<file path="src/rtl/sdf_bf_stage.sv">
// sdf_bf_stage: radix-2 single-path delay-feedback (DIF) butterfly stage.
//
// Phase A (first half of each 2*DEPTH-sample frame): incoming samples fill the
// delay line. The word leaving the head is emitted as a difference output
// (out_diff = 1). That word is the previous frame's recirculated difference.
// Phase B (second half): each input is paired with the head word. The scaled
// sum is emitted (out_diff = 0), and the scaled difference is written back
// into the tail.
//
// Ports:
//   clk       rising-edge clock
//   rst       synchronous active-high reset
//   in_valid  sample accepted this cycle; the stage advances only when high
//   in_re/im  input sample, WIDTH-bit two's complement components
//   out_valid one-cycle pulse per produced output (registered)
//   out_re/im output sample; holds its value while out_valid is low
//   out_diff  0 = sum branch, 1 = difference branch (needs twiddle)
//   out_idx   butterfly index n within the half-frame
module sdf_bf_stage #(
  parameter int unsigned WIDTH = 17,
  parameter int unsigned DEPTH = 32,
  parameter int unsigned IDXW  = 5
) (
  input  logic             clk,
  input  logic             rst,
  input  logic             in_valid,
  input  logic [WIDTH-1:0] in_re,
  input  logic [WIDTH-1:0] in_im,
  output logic             out_valid,
  output logic [WIDTH-1:0] out_re,
  output logic [WIDTH-1:0] out_im,
  output logic             out_diff,
  output logic [IDXW-1:0]  out_idx
);

  localparam int unsigned CntW = $clog2(2 * DEPTH);

  logic [CntW-1:0]  cnt_q, cnt_d;
  logic             primed_q, primed_d;
  logic [WIDTH-1:0] dly_re_q [DEPTH];
  logic [WIDTH-1:0] dly_im_q [DEPTH];

  logic             out_valid_q, out_valid_d;
  logic [WIDTH-1:0] out_re_q, out_re_d;
  logic [WIDTH-1:0] out_im_q, out_im_d;
  logic             out_diff_q, out_diff_d;
  logic [IDXW-1:0]  out_idx_q, out_idx_d;

  logic             phase;
  logic [IDXW-1:0]  n;
  logic [WIDTH-1:0] head_re, head_im;
  logic [WIDTH-1:0] tail_re, tail_im;

  assign phase   = cnt_q[CntW-1];
  assign head_re = dly_re_q[0];
  assign head_im = dly_im_q[0];

  generate
    if (DEPTH > 1) begin : g_idx
      assign n = cnt_q[CntW-2:0];
    end else begin : g_idx_tied
      assign n = '0;
    end
  endgenerate

  // One extra bit of headroom; dropping the LSB is the arithmetic >>> 1,
  // which floors, and the result always fits back into WIDTH bits.
  logic signed [WIDTH:0] sum_re, sum_im, dif_re, dif_im;
  assign sum_re = $signed({head_re[WIDTH-1], head_re}) + $signed({in_re[WIDTH-1], in_re});
  assign sum_im = $signed({head_im[WIDTH-1], head_im}) + $signed({in_im[WIDTH-1], in_im});
  assign dif_re = $signed({head_re[WIDTH-1], head_re}) - $signed({in_re[WIDTH-1], in_re});
  assign dif_im = $signed({head_im[WIDTH-1], head_im}) - $signed({in_im[WIDTH-1], in_im});

  always_comb begin
    cnt_d       = cnt_q;
    primed_d    = primed_q;
    tail_re     = in_re;
    tail_im     = in_im;
    out_valid_d = 1'b0;
    out_re_d    = out_re_q;
    out_im_d    = out_im_q;
    out_diff_d  = out_diff_q;
    out_idx_d   = out_idx_q;
    if (in_valid) begin
      cnt_d = cnt_q + CntW'(1);
      if (!phase) begin
        // Head holds last frame's difference; there is none before priming.
        out_valid_d = primed_q;
        if (primed_q) begin
          out_re_d   = head_re;
          out_im_d   = head_im;
          out_diff_d = 1'b1;
          out_idx_d  = n;
        end
      end else begin
        tail_re     = dif_re[WIDTH:1];
        tail_im     = dif_im[WIDTH:1];
        out_valid_d = 1'b1;
        out_re_d    = sum_re[WIDTH:1];
        out_im_d    = sum_im[WIDTH:1];
        out_diff_d  = 1'b0;
        out_idx_d   = n;
        primed_d    = 1'b1;
      end
    end
  end

  always_ff @(posedge clk) begin
    if (rst) begin
      cnt_q       <= '0;
      primed_q    <= 1'b0;
      out_valid_q <= 1'b0;
      out_re_q    <= '0;
      out_im_q    <= '0;
      out_diff_q  <= 1'b0;
      out_idx_q   <= '0;
      for (int i = 0; i < DEPTH; i++) begin
        dly_re_q[i] <= '0;
        dly_im_q[i] <= '0;
      end
    end else begin
      cnt_q       <= cnt_d;
      primed_q    <= primed_d;
      out_valid_q <= out_valid_d;
      out_re_q    <= out_re_d;
      out_im_q    <= out_im_d;
      out_diff_q  <= out_diff_d;
      out_idx_q   <= out_idx_d;
      if (in_valid) begin
        for (int i = 0; i < DEPTH - 1; i++) begin
          dly_re_q[i] <= dly_re_q[i+1];
          dly_im_q[i] <= dly_im_q[i+1];
        end
        dly_re_q[DEPTH-1] <= tail_re;
        dly_im_q[DEPTH-1] <= tail_im;
      end
    end
  end

  assign out_valid = out_valid_q;
  assign out_re    = out_re_q;
  assign out_im    = out_im_q;
  assign out_diff  = out_diff_q;
  assign out_idx   = out_idx_q;

endmodule

</file>
<file path="config.mk">
export PLATFORM = sky130hd
export DESIGN_NAME = sdf_bf_stage
export DESIGN_NICKNAME = d
export VERILOG_FILES = /design/src/rtl/sdf_bf_stage.sv
export SDC_FILE = /design/constraint.sdc
export NUM_CORES = 1
export LEC_CHECK = 0
export CORE_UTILIZATION = 50
export CTS_CLUSTER_DIAMETER = 120
export DETAILED_ROUTE_END_ITERATION = 7
export HOLD_SLACK_MARGIN = 0.12
export PLACE_DENSITY_LB_ADDON = 0.1
export SLEW_MARGIN = 40
export SYNTH_ARGS = -nofsm -noshare
export SYNTH_HDL_FRONTEND = slang
export SYNTH_SLANG_ARGS = --single-unit
</file>
<file path="constraint.sdc">
create_clock -name clk -period 26.5 [get_ports clk]
set_input_delay 6.625 -clock clk [delete_from_list [all_inputs] [get_ports clk]]
set_output_delay 6.625 -clock clk [all_outputs]
set_load 0.05 [all_outputs]
</file>
==> results.cfg, run 1 <==
[status]
status = completed

[placed_design]
dpl-instance-area_mm2 = 0.0474
dp_cells = 4191
gp_congestion = 0.845
port_buffers = 77
dp_hpwl_mm = 45.7

[timing]
slew_headroom_pct = 44.5
final-setup-viol-count = 0
maxSlewViolCount = 0
worst_pin_slew_ns = 0.830
max_freq_mhz = 98.9
finClkSkew_ns = 0.0382
fin_setup_tns_ns = 0
period_needed_ns = 10.11
rsz0062_at_grt = false
hold_violations = 0
fin_crit_sh_pct = 38.2

[yosys]
ys.flop_type = edfxtp_1
netlist_area_mm2 = 0.0455
synth_xor_area_share_pct = 0.886
yosysWarnings = 0
synth_edf_count = 1088
synth_adder_area_share_pct = 1.96
yosys_register_bits = 1136
synth_area_leaders = edfxtp_1 (72%), and2_1 (8.5%), nor2b_1 (6.3%)
yosysUniqueCellTypes = 74
syn_nets = 3178
syn_area_per_cell_um2 = 14.8
yosysTopAreaCellShare_pct = 71.9
synth_top_family_by_area = simple AND/OR/NAND/NOR gates
async_flop_share_pct = 0
synth_compound_area_share_pct = 3.75
yosys-top-cells-count = edfxtp_1 (1088), and2_1 (616), nor2b_1 (455)
yosysSeqAreaShare_pct = 74.0
syn_inst = 3072
yosys.area_share.simple_pct = 17.2
synth_area_leader_cell = edfxtp_1
post-synth-top-count-cell = edfxtp_1
synthMuxAreaShare_pct = 0.198

[floorplan]
initial_core_util_pct = 50.5
rows = 110
fp.dieW_um = 304
core_area_mm2 = 0.0900
io_pins = 78
die-area_mm2 = 0.0921
die_h_um = 304

[critical_path]
endpoint_kind = flip-flop
critPathSlowestCell = buf_6
crit_start = in_valid
crit_type = in2reg
critPathRequiredTime_ns = 26.81
worst_r2r_startpoint = dly_im_q[0][2]$_SDFFCE_PN0P_
crit_family = buffers and inverters
startpoint_type = input port
arrival_ns = 10.42
crit_chain = clkdlybuf4s50_1 > buf_4 > or2_4 > buf_12 > buf_6 > buf_6 > buf_4
r2r_slack_ns = 23.45
path_buf_inv = 6
cpPeakStageDelay_ns = 0.68
cp_max_fo = 94

[route]
first_pass_iters = 4
drc = 0
vias = 22600
drt_iter0_markers = 1631
ant_nets = 0
wl_per_cell_um = 18.1
drt-total-wl_mm = 79.8
via_per_inst = 5.13

[cts]
cts_resized = 0
numCtsBuffers = 112
h-tree-depth = 3
cts_tree = done
cts_sinks = 1136
post_cts_buffers = 0
clockBufferDepth = 3
root_buffer = clkbuf_16
postCtsHoldBufs = 0
worstSkewPairLatency_ns = 0.70
cts.clk_slew.worst_paths_ns = 0.06

[finish]
area_growth_pct = 12.5
design_area_mm2 = 0.0511
instances_no_fill = 4404
fin_nets = 3235
drive_above_1_share_pct = 6.88
final_util_pct = 56.8

[worst_hold_path]
hp-class = reg2reg
hold_path_startpoint = out_im[12]$_SDFFE_PP0P_

[power]
leakagePower_nw = 19.5
power_density_mw_per_mm2 = 76.4
p_total_mw = 3.91
vdd_drop_max_mv = 0.0617

[grt]
grt_pass1_vias = 22900
grt_antenna_before_repair = 2
overflow = 0
grt_max_degree = 169
grtUsageTotal_pct = 17.8
grt_pass1_wl_mm = 129

[job]
cap_violations = 0
[final timing paths]
kind                                    end  depth (start not counted)
max           dly_im_q[13][3]$_SDFFCE_PN0P_                          7
min                 out_im[12]$_SDFFE_PP0P_                          1
max reg2reg  dly_im_q[31][12]$_SDFFCE_PP0P_                          9
min reg2reg         out_im[12]$_SDFFE_PP0P_                          1
[through the flow]
| stage | setup WS, ns | hold slack (ns) |
|---|---|---|
| 2_1_floorplan | 5.23 | 0.457 |
| 3_3_place_gp | 14.47 | 0.439 |
| 3_5_place_dp | 15.61 | 0.439 |
| 4_1_cts | 16.37 | 0.454 |
| 5_1_grt | 16.11 | 0.478 |
| 6_report | 16.39 | 0.451 |
[cells by family (layout without fill, tap and decap cells)]
| logic type | count (synthesis) | count (layout) |
|---|---|---|
| and+or+nand+nor | 1317 | 1317 |
| DFF | 1136 | 1136 |
| AOI/OAI and AO/OA | 262 | 262 |
| buffers and inverters | 233 | 388 |
| adders and majority gates | 69 | 69 |
| xor gates and xnor gates | 46 | 46 |
| muxes | 9 | 9 |
| other | 0 | 1 |
[report_power, final]
part / leakage, nW / internal (mW) / switching (mW)
registers: 12.4 / 2.09 / 0.0318
logic: 5.31 / 0.0743 / 0.124
clock network: 1.79 / 0.908 / 0.674
[final cells by class]
| type | count | area, µm² |
|---|---|---|
| inverter | 66 | 248 |
| antenna | 1 | 2.50 |
| fill | 7169 | 38900 |
| tap | 1176 | 1470 |
| clock inverter | 78 | 798 |
| timing repair buffer | 110 | 1150 |
| multi-input combinational | 1703 | 11000 |
| sequential | 1136 | 33600 |
| clock buffer | 134 | 2890 |
[layout by cell type (no fill, tap or decap), types with 6 or more instances in the layout]
cell type | netlist | layout
a211oi_1 | 10 | 10
a21o_1 | 17 | 17
a21oi_1 | 93 | 93
a31oi_1 | 6 | 6
and2_1 | 616 | 616
buf_4 | 2 | 16
buf_6 | 1 | 10
bufinv_16 | 0 | 13
clkbuf_1 | 150 | 22
clkbuf_16 | 0 | 112
clkdlybuf4s50_1 | 0 | 76
clkinv_1 | 0 | 28
clkinv_2 | 0 | 21
dfxtp_1 | 48 | 48
edfxtp_1 | 1088 | 1088
ha_1 | 65 | 65
inv_1 | 66 | 66
mux2i_1 | 9 | 9
nand2_1 | 76 | 76
nand2b_1 | 13 | 13
nand3_1 | 8 | 8
nor2_1 | 86 | 83
nor2b_1 | 455 | 455
nor3_1 | 22 | 22
o21a_1 | 6 | 6
o21ai_0 | 52 | 52
o21ai_1 | 7 | 7
o21bai_1 | 11 | 11
o31ai_1 | 8 | 8
or3_1 | 7 | 7
or4_1 | 7 | 7
xnor2_1 | 33 | 33
xor2_1 | 13 | 13
[sequential cells by signal, indices dropped and copies added, names as in the netlist]
signal,cells
primed_q,1
dly_im_q,544
dly_re_q,544
cnt_q,6
out_idx,5
out_diff,1
out_im,17
out_re,17
out_valid,1
[worst reg2reg max path, cell delays in order, from the launching register on]
cell      delay (ns)
edfxtp_1        0.47
ha_1            0.45
nand2_1         0.07
o21ai_1         0.42
a21oi_1         0.17
nor2_1          0.25
a31o_2          0.25
xnor2_1         0.13
nand2_1         0.07
a21oi_1         0.48
[per-layer routing]
metal | global-route usage, % | wire (µm) | vias up
met3 | 2.51 | 2200 | 125
met2 | 28.0 | 38000 | 289
met4 | 5.92 | 2080 | 0
met5 | 0 | 0 | -
met1 | 25.7 | 37500 | 11300
li1 | - | - | 10900
Note: power is estimated with default switching activity, not from simulation.
==> run 2: changes to the inputs <==
==> constraint.sdc (replaced) <==
create_clock -name clk -period 9.2 [get_ports clk]
set_input_delay 2.3 -clock clk [delete_from_list [all_inputs] [get_ports clk]]
set_output_delay 2.3 -clock clk [all_outputs]
set_load 0.05 [all_outputs]
==> run 2 against run 1 <==
Global-route usage increased by 0.22 points. Clock power rose to 2.9 times the previous value. Combinational power grew to 2.9 times the previous value. Utilization rose by 0.057 points. Total power grew to 2.9 times the previous value. First-iteration DRC count shrank 2.2%. Cell area increased by 0.10%. Critical path depth shrank 3. Non-clock buffer count fell by 4. Worst hold slack better by 0.0067 ns. Sequential share of layout area decreased by 0.066 points. Critical path type unchanged. Largest power group unchanged. Highest routed layer unchanged.
==> results.cfg, run 2 (synthesized netlist as in run 1, its figures left out) <==
[timing]
period_needed_ns = 5.01
max_freq_mhz = 200
final-setup-viol-count = 0
fin_crit_sh_pct = 54.4
finClkSkew_ns = 0.0255
slew_headroom_pct = 45.7
hold_violations = 0
rsz0062_at_grt = false
maxSlewViolCount = 0
worst_pin_slew_ns = 0.808

[placed_design]
gp_congestion = 0.853
dpl-instance-area_mm2 = 0.0475
port_buffers = 77
dp_cells = 4183
dp_hpwl_mm = 45.1

[critical_path]
critical_path.most_common_cell = buf_4
crit_family = buffers and inverters
endpoint_kind = flip-flop
cpPeakStageDelay_ns = 0.96
crit_chain = clkdlybuf4s50_1 > or2_4 > buf_4 > buf_4
arrival_ns = 5.31
crit_type = in2reg
startpoint_type = input port
cp_max_fo = 55
critPathRequiredTime_ns = 9.51
critPathSlowestCell = clkdlybuf4s50_1
path_buf_inv = 3

[cts]
worstSkewPairLatency_ns = 0.69
cts_resized = 0
numCtsBuffers = 113
h-tree-depth = 3
clockBufferDepth = 3
postCtsHoldBufs = 0
cts_tree = done
root_buffer = clkbuf_16
cts_sinks = 1136
cts.clk_slew.worst_paths_ns = 0.06
post_cts_buffers = 0

[route]
ant_nets = 0
drt-total-wl_mm = 80.3
drt_iter0_markers = 1595
first_pass_iters = 5
wl_per_cell_um = 18.3
via_per_inst = 5.16
vias = 22700
drc = 0

[grt]
grt_pass1_wl_mm = 131
grt_antenna_before_repair = 0
grtUsageTotal_pct = 18.0
grt_max_degree = 267
overflow = 0
grt_pass1_vias = 22900

[floorplan]
die-area_mm2 = 0.0921
fp.dieW_um = 304
initial_core_util_pct = 50.5
rows = 110
core_area_mm2 = 0.0900
die_h_um = 304
io_pins = 78

[finish]
fillCellCount = 7215
instances_no_fill = 4390
area_growth_pct = 12.6
largestRegisters = dly_im_q (544), dly_re_q (544)
fin_nets = 3232
drive_above_1_share_pct = 6.66
design_area_mm2 = 0.0512
layout_commonest_cell = edfxtp_1
diodes = 0
regArea_mm2 = 0.0336
layout_common_cells = edfxtp_1 (1088), and2_1 (616), nor2b_1 (455)
multiInputGateArea_mm2 = 0.0110

[worst_hold_path]
hp-class = reg2reg

[power]
power_density_mw_per_mm2 = 219
leakagePower_nw = 19.5
p_total_mw = 11.2
vdd_drop_max_mv = 0.205

[status]
status = completed

[job]
cap_violations = 0
run 2: power by group:
group / internal (mW) / leakage (nW) / switching, mW
Clock: 2.62 / 1.76 / 1.91
Sequential: 6.03 / 12.4 / 0.0952
Combinational: 0.220 / 5.35 / 0.358
Total: 8.87 / 19.5 / 2.36
run 2: worst paths after layout:
| kind | start | to | slack, ns | depth (start not counted) |
|---|---|---|---|---|
| max | in_valid | dly_re_q[0][135]$_SDFFCE_PN0P_ | 4.19 | 4 |
| min | out_re[10]$_SDFFE_PP0P_ | out_re[10]$_SDFFE_PP0P_ | 0.46 | 1 |
| max reg2reg | dly_im_q[0][0]$_SDFFCE_PN0P_ | dly_im_q[31][13]$_SDFFCE_PP0P_ | 6.11 | 10 |
| min reg2reg | out_re[10]$_SDFFE_PP0P_ | out_re[10]$_SDFFE_PP0P_ | 0.46 | 1 |
run 2: cell type report:
class / count / area share (%)
Sequential cell: 1136 / 65.7
Multi-Input combinational cell: 1703 / 21.4
Clock buffer: 144 / 5.88
Tap cell: 1176 / 2.87
Timing Repair Buffer: 106 / 2.46
Clock inverter: 59 / 1.20
Inverter: 66 / 0.484
run 2: stage by stage:
stage | worst slack, ns | TNS (ns) | hold slack (ns) | utilization (%)
6_report | 4.19 | 0 | 0.458 | 56.9
5_1_grt | 3.91 | 0 | 0.479 | 56.9
4_1_cts | 4.19 | 0 | 0.463 | 56.8
3_5_place_dp | 3.45 | 0 | 0.446 | 52.7
3_3_place_gp | 3.55 | 0 | 0.439 | 52.6
2_1_floorplan | -1.82 | -1983.19 | 0.457 | -
run 2: worst reg2reg max path, cell delays in order (launching register included):
cell,delay [ns]
edfxtp_1,0.50
nor2b_1,0.14
fa_1,0.43
nor2b_1,0.20
o21ai_1,0.15
a21boi_2,0.29
o21ai_0,0.20
a21oi_1,0.36
or3_1,0.17
nand3_1,0.07
o31ai_1,0.25
run 2: per-layer routing:
metal  part of all wire (%)  vias to the layer above  GRT usage [%]
li1                       -                    10800              -
met1                     48                    11400           26.6
met2                     46                      316           27.0
met3                    3.1                      152           2.73
met4                    3.5                        0           7.12
met5                      0                        -              0
==> run 3: changes to the inputs <==
==> constraint.sdc (replaced) <==
create_clock -name clk -period 5.03 [get_ports clk]
set_input_delay 1.2575 -clock clk [delete_from_list [all_inputs] [get_ports clk]]
set_output_delay 1.2575 -clock clk [all_outputs]
set_load 0.05 [all_outputs]
==> run 3 against run 2 <==
Wire length rose by 3.4%. Global-route usage is 0.48 points higher. Worst hold slack got worse by 0.0012 ns. Sequential share of layout area fell by 0.52 points. Critical path type unchanged.
==> results.cfg, run 3 (synthesized netlist as in run 1, its figures left out) <==
[grt]
grt_antenna_before_repair = 0
grtUsageTotal_pct = 18.5
grt_pass1_wl_mm = 134
overflow = 0
grt_pass1_vias = 23300
grt_max_degree = 179

[critical_path]
critPathRequiredTime_ns = 5.44
startpoint_type = input port
cp_max_fo = 10
r2r_slack_ns = 2.09
endpoint_kind = flip-flop
arrival_ns = 4.00
crit_type = in2reg
crit_start = in_im[8]
worst_r2r_startpoint = dly_im_q[0][8]$_SDFFCE_PN0P_

[route]
ant_nets = 0
vias = 22900
first_pass_iters = 5
via_per_inst = 5.18
drt-total-wl_mm = 83.1
wl_per_cell_um = 18.8
drt_iter0_markers = 1816
drc = 0

[placed_design]
gp_congestion = 0.841
port_buffers = 77
dp_hpwl_mm = 47.9
dpl-instance-area_mm2 = 0.0478

[finish]
design_area_mm2 = 0.0516
fin_nets = 3255
regArea_mm2 = 0.0336
diodes = 0
layout_common_cells = edfxtp_1 (1088), and2_1 (616), nor2b_1 (455)
layout_commonest_cell = edfxtp_1
drive_above_1_share_pct = 7.71
multiInputGateArea_mm2 = 0.0110
fillCellCount = 7066
area_growth_pct = 13.5
largestRegisters = dly_im_q (544), dly_re_q (544)

[timing]
whs_ns = 0.456
rsz0062_at_grt = false
fin_crit_sh_pct = 71.3
slew_headroom_pct = 48.3
hold_violations = 0
max_freq_mhz = 279
final-setup-viol-count = 0
worst_pin_slew_ns = 0.776
maxSlewViolCount = 0
period_needed_ns = 3.59
finClkSkew_ns = 0.0263

[floorplan]
initial_core_util_pct = 50.5
rows = 110
core_area_mm2 = 0.0900
fp.dieW_um = 304
die-area_mm2 = 0.0921
io_pins = 78
die_h_um = 304

[cts]
post_cts_buffers = 0
clockBufferDepth = 3
cts.clk_slew.worst_paths_ns = 0.06
worstSkewPairLatency_ns = 0.69
postCtsHoldBufs = 0
cts_sinks = 1136
cts_resized = 0
cts_tree = done
h-tree-depth = 3
numCtsBuffers = 115
root_buffer = clkbuf_16

[power]
vdd_drop_max_mv = 0.283
power_density_mw_per_mm2 = 406
leakagePower_nw = 19.7

[worst_hold_path]
hp-class = reg2reg
hold_path_startpoint = out_re[7]$_SDFFE_PP0P_

[status]
status = completed

[job]
cap_violations = 0
-- run 3: changes by cell type in the layout (fill, tap and decap cells not counted), moves of 5 or more --
cell | before | now
buf_4 | 10 | 27
buf_12 | 9 | 23
clkbuf_1 | 28 | 15
buf_16 | 7 | 0
clkinv_1 | 18 | 25
bufinv_16 | 11 | 16
-- run 3: per-layer routing --
| layer | part of all wire [%] | vias up | global-route usage (%) | wire, µm |
|---|---|---|---|---|
| li1 | - | 10900 | - | - |
| met3 | 3.6 | 125 | 3.11 | 3000 |
| met5 | 0 | - | 0 | 0 |
| met4 | 2.1 | 0 | 5.18 | 1760 |
| met1 | 47 | 11500 | 27.1 | 39100 |
| met2 | 47 | 365 | 28.6 | 39200 |
-- run 3: area by class of cell --
| cell class | count | share of cell area, % |
|---|---|---|
| clock buffers | 133 | 5.83 |
| inverters | 66 | 0.480 |
| multi-input cells | 1703 | 21.2 |
| repair buffers | 127 | 2.79 |
| well taps | 1176 | 2.85 |
| clock inverters | 79 | 1.63 |
| flip-flops and latches | 1136 | 65.2 |
-- run 3: worst paths after layout --
check / cells past startpoint / to
setup reg to reg: 9 / dly_im_q[31][14]$_SDFFCE_PP0P_
hold / removal: 2 / out_re[7]$_SDFFE_PP0P_
setup / recovery: 11 / dly_im_q[31][14]$_SDFFCE_PP0P_
hold reg to reg: 2 / out_re[7]$_SDFFE_PP0P_
-- run 3: critical path: stages --
cell	delay [ns]
clkdlybuf4s50_1	0.52
inv_1	0.08
ha_1	0.45
a21o_1	0.24
a21o_1	0.17
a21o_1	0.18
a221o_1	0.31
a31o_2	0.25
a21boi_1	0.20
mux2i_1	0.24
o31ai_1	0.09
-- run 3: per-stage QoR --
step	total power [mW]	worst slack (ns)	util, %	TNS (ns)	instances
2_1_floorplan	12.2	-4.95	-	-5385.91	3072
3_3_place_gp	12.5	0.881	53.0	0	4208
3_5_place_dp	12.5	0.753	53.1	0	4208
4_1_cts	21.2	1.51	57.3	0	4420
5_1_grt	21.7	1.36	57.3	0	4420
6_report	21.0	1.44	57.3	0	4420
-- run 3: where the power goes --
part | total (mW) | internal [mW] | switching, mW
clock network | 8.66 | 5.10 | 3.56
registers | 11.2 | 11.0 | 0.177
logic | 1.08 | 0.415 | 0.670
total | 21.0 | 16.5 | 4.41
